[config.mk]
export PLATFORM = sky130hd
export DESIGN_NAME = serial_adder
export DESIGN_NICKNAME = d
export VERILOG_FILES = /design/src/rtl/serial_adder.sv
export SDC_FILE = /design/constraint.sdc
export NUM_CORES = 1
export LEC_CHECK = 0
export ABC_AREA = 1
export CORE_ASPECT_RATIO = 1.4
export CORE_MARGIN = 2
export CORE_UTILIZATION = 25
export CTS_CLUSTER_SIZE = 16
export DETAILED_ROUTE_END_ITERATION = 8
export GPL_TIMING_DRIVEN = 0
export PLACE_DENSITY = 0.44
export SKIP_CTS_REPAIR_TIMING = 1
export SLEW_MARGIN = 20
export SYNTH_ARGS = -nofsm -noshare
export SYNTH_HDL_FRONTEND = slang
export SYNTH_SLANG_ARGS = --single-unit
[constraint.sdc]
create_clock -name clk -period 1.75 [get_ports clk]
set_input_delay 0.35 -clock clk [delete_from_list [all_inputs] [get_ports clk]]
set_output_delay 0.35 -clock clk [all_outputs]
set_load 0.03 [all_outputs]
[src/rtl/serial_adder.sv]
// ============================================================================
//  Module   : serial_adder
//  Purpose  : Bit-serial WIDTH-bit adder around a 1-bit full-adder cell, LSB first.
//  Revision : 1.0 - initial release
// ============================================================================
`timescale 1ns/1ps
`default_nettype none

module adder (
   input  logic a,
   input  logic b,
   input  logic ci,
   output logic S,
   output logic co
);
   assign S  = a ^ b ^ ci;
   assign co = (a & b) | (ci & (a ^ b));
endmodule

module serial_adder #(
   parameter int WIDTH = 8
) (
   input  logic             clk,
   input  logic             rst,
   input  logic             start,
   input  logic [WIDTH-1:0] a,
   input  logic [WIDTH-1:0] b,
   input  logic             ci,
   output logic             busy,
   output logic             done,
   output logic [WIDTH-1:0] sum,
   output logic             co
);
   localparam int CNT_W = (WIDTH > 1) ? $clog2(WIDTH) : 1;
   localparam logic [CNT_W-1:0] c_last = CNT_W'(WIDTH - 1);

   typedef enum logic [1:0] {
      IDLE  = 2'd0,
      SHIFT = 2'd1,
      DONE  = 2'd2
   } state_t;

   state_t             r_state;
   state_t             w_state_next;
   logic [WIDTH-1:0]   r_a_sh;
   logic [WIDTH-1:0]   r_b_sh;
   logic [WIDTH-2:0]   r_res_sh;
   logic [WIDTH-1:0]   r_sum;
   logic [CNT_W-1:0]   r_cnt;
   logic               r_carry;
   logic               r_co;
   logic               r_busy;
   logic               r_done;
   logic               w_s;
   logic               w_co_cell;
   logic               w_last;
   logic [WIDTH-1:0]   w_res_next;

   adder u_fa (
      .a  (r_a_sh[0]),
      .b  (r_b_sh[0]),
      .ci (r_carry),
      .S  (w_s),
      .co (w_co_cell)
   );

   // Only the upper WIDTH-1 result bits survive a shift, so the holding
   // register drops the bit that would fall off the bottom.
   assign w_res_next = {w_s, r_res_sh};
   assign w_last     = (r_cnt == c_last);

   always_comb begin
      w_state_next = r_state;
      case (r_state)
         IDLE:    if (start) w_state_next = SHIFT;
         SHIFT:   if (w_last) w_state_next = DONE;
         DONE:    w_state_next = IDLE;
         default: w_state_next = IDLE;
      endcase
   end

   always_ff @(posedge clk) begin
      if (rst) begin
         r_state  <= IDLE;
         r_a_sh   <= '0;
         r_b_sh   <= '0;
         r_res_sh <= '0;
         r_sum    <= '0;
         r_cnt    <= '0;
         r_carry  <= 1'b0;
         r_co     <= 1'b0;
         r_busy   <= 1'b0;
         r_done   <= 1'b0;
      end else begin
         r_state <= w_state_next;
         // Handshake flags are registered from the current state, one cycle behind it.
         r_busy  <= (r_state != IDLE);
         r_done  <= (r_state == DONE);
         case (r_state)
            IDLE: begin
               if (start) begin
                  r_a_sh   <= a;
                  r_b_sh   <= b;
                  r_carry  <= ci;
                  r_res_sh <= '0;
                  r_cnt    <= '0;
               end
            end
            SHIFT: begin
               r_res_sh <= w_res_next[WIDTH-1:1];
               r_a_sh   <= r_a_sh >> 1;
               r_b_sh   <= r_b_sh >> 1;
               r_carry  <= w_co_cell;
               r_cnt    <= r_cnt + 1'b1;
               if (w_last) begin
                  r_sum <= w_res_next;
                  r_co  <= w_co_cell;
               end
            end
            default: ;
         endcase
      end
   end

   assign busy = r_busy;
   assign done = r_done;
   assign sum  = r_sum;
   assign co   = r_co;

endmodule

`default_nettype wire

==> flow_summary.toml <==
[pwr]
p_comb_frac = 0.135
clkPwrFrac = 0.376
internal_power_mw = 1.495
seq_power_share = 0.489
switching_power_mw = 0.4917
leakagePower_nw = 1.060
p_sw_frac = 0.2475
powerDensity_nw_per_um2 = 869.9
vdd_ir_drop_max_v = 0.0004638
power_mw = 1.986

[floorplanning]
core-area_um2 = 6892
dieHeight_um = 103.2
fp.dieW_um = 74.85
fp.dieArea_um2 = 7723
io_pins = 31
std_cell_rows = 36
initial_core_util = 0.2549

[route]
viasPerCell = 4.039
drt-total-wl_um = 4186
drt_iter0_drc = 70
ant_nets = 0
dr.pass1.iters = 4
vias = 1567
drc = 0
wire_per_inst_um = 10.79

[setup_path]
critPathBufInv = 1
critical_path_class = "reg -> out"
cp_top_family = "buffers and inverters"
r2r_start = "r_cnt[0]"
cp_cell_sequence = "clkdlybuf4s50_1"
crit_path_max_incr_delay_ps = 670
slowest_stage = "clkdlybuf4s50_1"
r2r_cells = 8
worstSetupEndpointType = "output port"
critPathLaunchType = "register"
cp_max_fo = 2
timing.rr.end = "sum[7]"
required_ps = 1400
r2r_slack_ps = 470
arrival_ps = 1310

[placed_design]
place_inst = 380
portBuffers = 30
hpwl_um = 3004
finalWeightedCongestion = 0.7457

[timing]
finalSetupViolations = 0
drv_slew = 0
maxSlewHeadroom = 0.6868
fin_crit_sh = 0.9505
period_minus_slack_ps = 1663
rsz0062_at_grt = "false"
worst_pin_slew_ps = 469.7
finalHoldViolations = 0
fin_skew_ps = 6.361
max_freq_ghz = 0.6012

[run_status]
outcome = "finished, final reports clean"

[yosys]
ys_types = 19
ys_warn_count = 0
syn_inst = 255
syn_nets = 278
syn_area_um2 = 1757
synth-seq-area-share = 0.4558
syn_area_per_cell_um2 = 6.889
synth-seq-cells = 40

[global_routing]
grt-ovfl-total = 0
track_usage = 0.1250
grt_max_degree = 13
grt_pass1_vias = 1566
antenna_found_initial = 0
grt_pass1_wl_um = 7327

[clocking]
root_buffer = "clkbuf_8"
cts_buffers = 5
cts_buffer_depth = 2
htreeDepth = 2
clock_latency_ps = 290
clock_sinks = 40
clk_pin_slew_ps = 80
cts_tree = "done"

[hold_path]
hold_class = "reg -> reg"
hold_depth = 2
hold_end = "r_cnt[2]"
min_from = "r_cnt[2]"

[final_layout]
final_nets = 315
area_growth_pct = 29.99
layout_common_cells = "nand2_1 (96), dfxtp_1 (40), inv_1 (34), clkdlybuf4s50_1 (30), a21oi_1 (26)"
diodes = 0
drive_above_1_share = 0.08191
fillers = 760
final_cells = 388
layout_commonest_cell = "nand2_1"

[flow_run]
max_cap_viol_count = 0
## registers in the layout, indices dropped and copies added, names as in the netlist
register  cells
r_cnt         3
r_state       2
r_b_sh        8
r_res_sh      7
r_a_sh        8
done          1
sum           8
r_carry       1
co            1
busy          1
## worst max-delay path by stage
stage,startpoint,to,slack [ps],depth (start not counted)
finish,co,co,90,1
global route,co,co,40,1
CTS,co,co,70,1
detailed placement,rst,sum[2],-70,5
global placement,rst,sum[4],-60,5
floorplan,r_cnt[0],sum[7],620,8
## power by group through the flow
stage,Clock (mW),Sequential [mW],Combinational (mW)
finish,0.747,0.972,0.268
global route,0.807,0.977,0.312
CTS,0.772,0.973,0.275
detailed placement,0,0.994,0.272
global placement,0,0.993,0.273
floorplan,0,0.992,0.173
## per-stage QoR
stage	instance area [um2]	TNS (ps)	hold slack, ps	setup slack [ps]	utilization
6_report	2283	0	466.9	86.65	0.3313
5_1_grt	2283	0	494.0	38.29	0.3313
4_1_cts	2283	0	472.7	69.98	0.3313
3_5_place_dp	2176	-974.6	459.2	-66.38	0.3157
3_3_place_gp	2176	-916.5	451.3	-63.30	0.3157
2_1_floorplan	1757	0	419.1	616.3	-
## kinds of logic after synthesis
group           Yosys count  share of synthesized area
fa+ha+maj                 3                    0.02564
flops                    40                     0.4558
buf+inv                  49                     0.1225
compound gates           30                    0.09188
simple gates            133                     0.3041
## routing by layer
| layer | wire length (um) | track usage |
|---|---|---|
| met5 | 0 | 0 |
| met3 | 140 | 0.02810 |
| met2 | 2082 | 0.2179 |
| met4 | 76 | 0.04945 |
| met1 | 1886 | 0.1461 |
## synthesized netlist by cell type
cell type / instances / area, um2
a21oi_1: 26 / 130.1
buf_2: 4 / 20.02
buf_4: 3 / 22.52
buf_6: 2 / 22.52
clkbuf_1: 1 / 3.750
clkinv_1: 1 / 3.750
dfxtp_1: 40 / 800.8
fa_1: 1 / 20.02
ha_1: 2 / 25.02
inv_1: 34 / 127.6
inv_2: 4 / 15.01
nand2_1: 96 / 360.4
nand2_4: 2 / 22.52
nand3_1: 9 / 45.04
nor2_1: 24 / 90.09
nor2_4: 1 / 11.26
nor3_1: 1 / 5.000
o21ai_0: 3 / 15.01
o21ai_4: 1 / 16.27
## layout make-up
type	count	area (um2)	area share
sequential	40	800.8	0.3507
multi-input combinational	166	740.7	0.3244
inverter	39	146.4	0.06411
timing repair buffer	30	300.3	0.1315
tap	95	118.9	0.05205
buffer	10	68.82	0.03014
clock inverter	2	35.03	0.01534
clock buffer	6	72.57	0.03178
No activity file was read; power rests on OpenSTA's default activity.
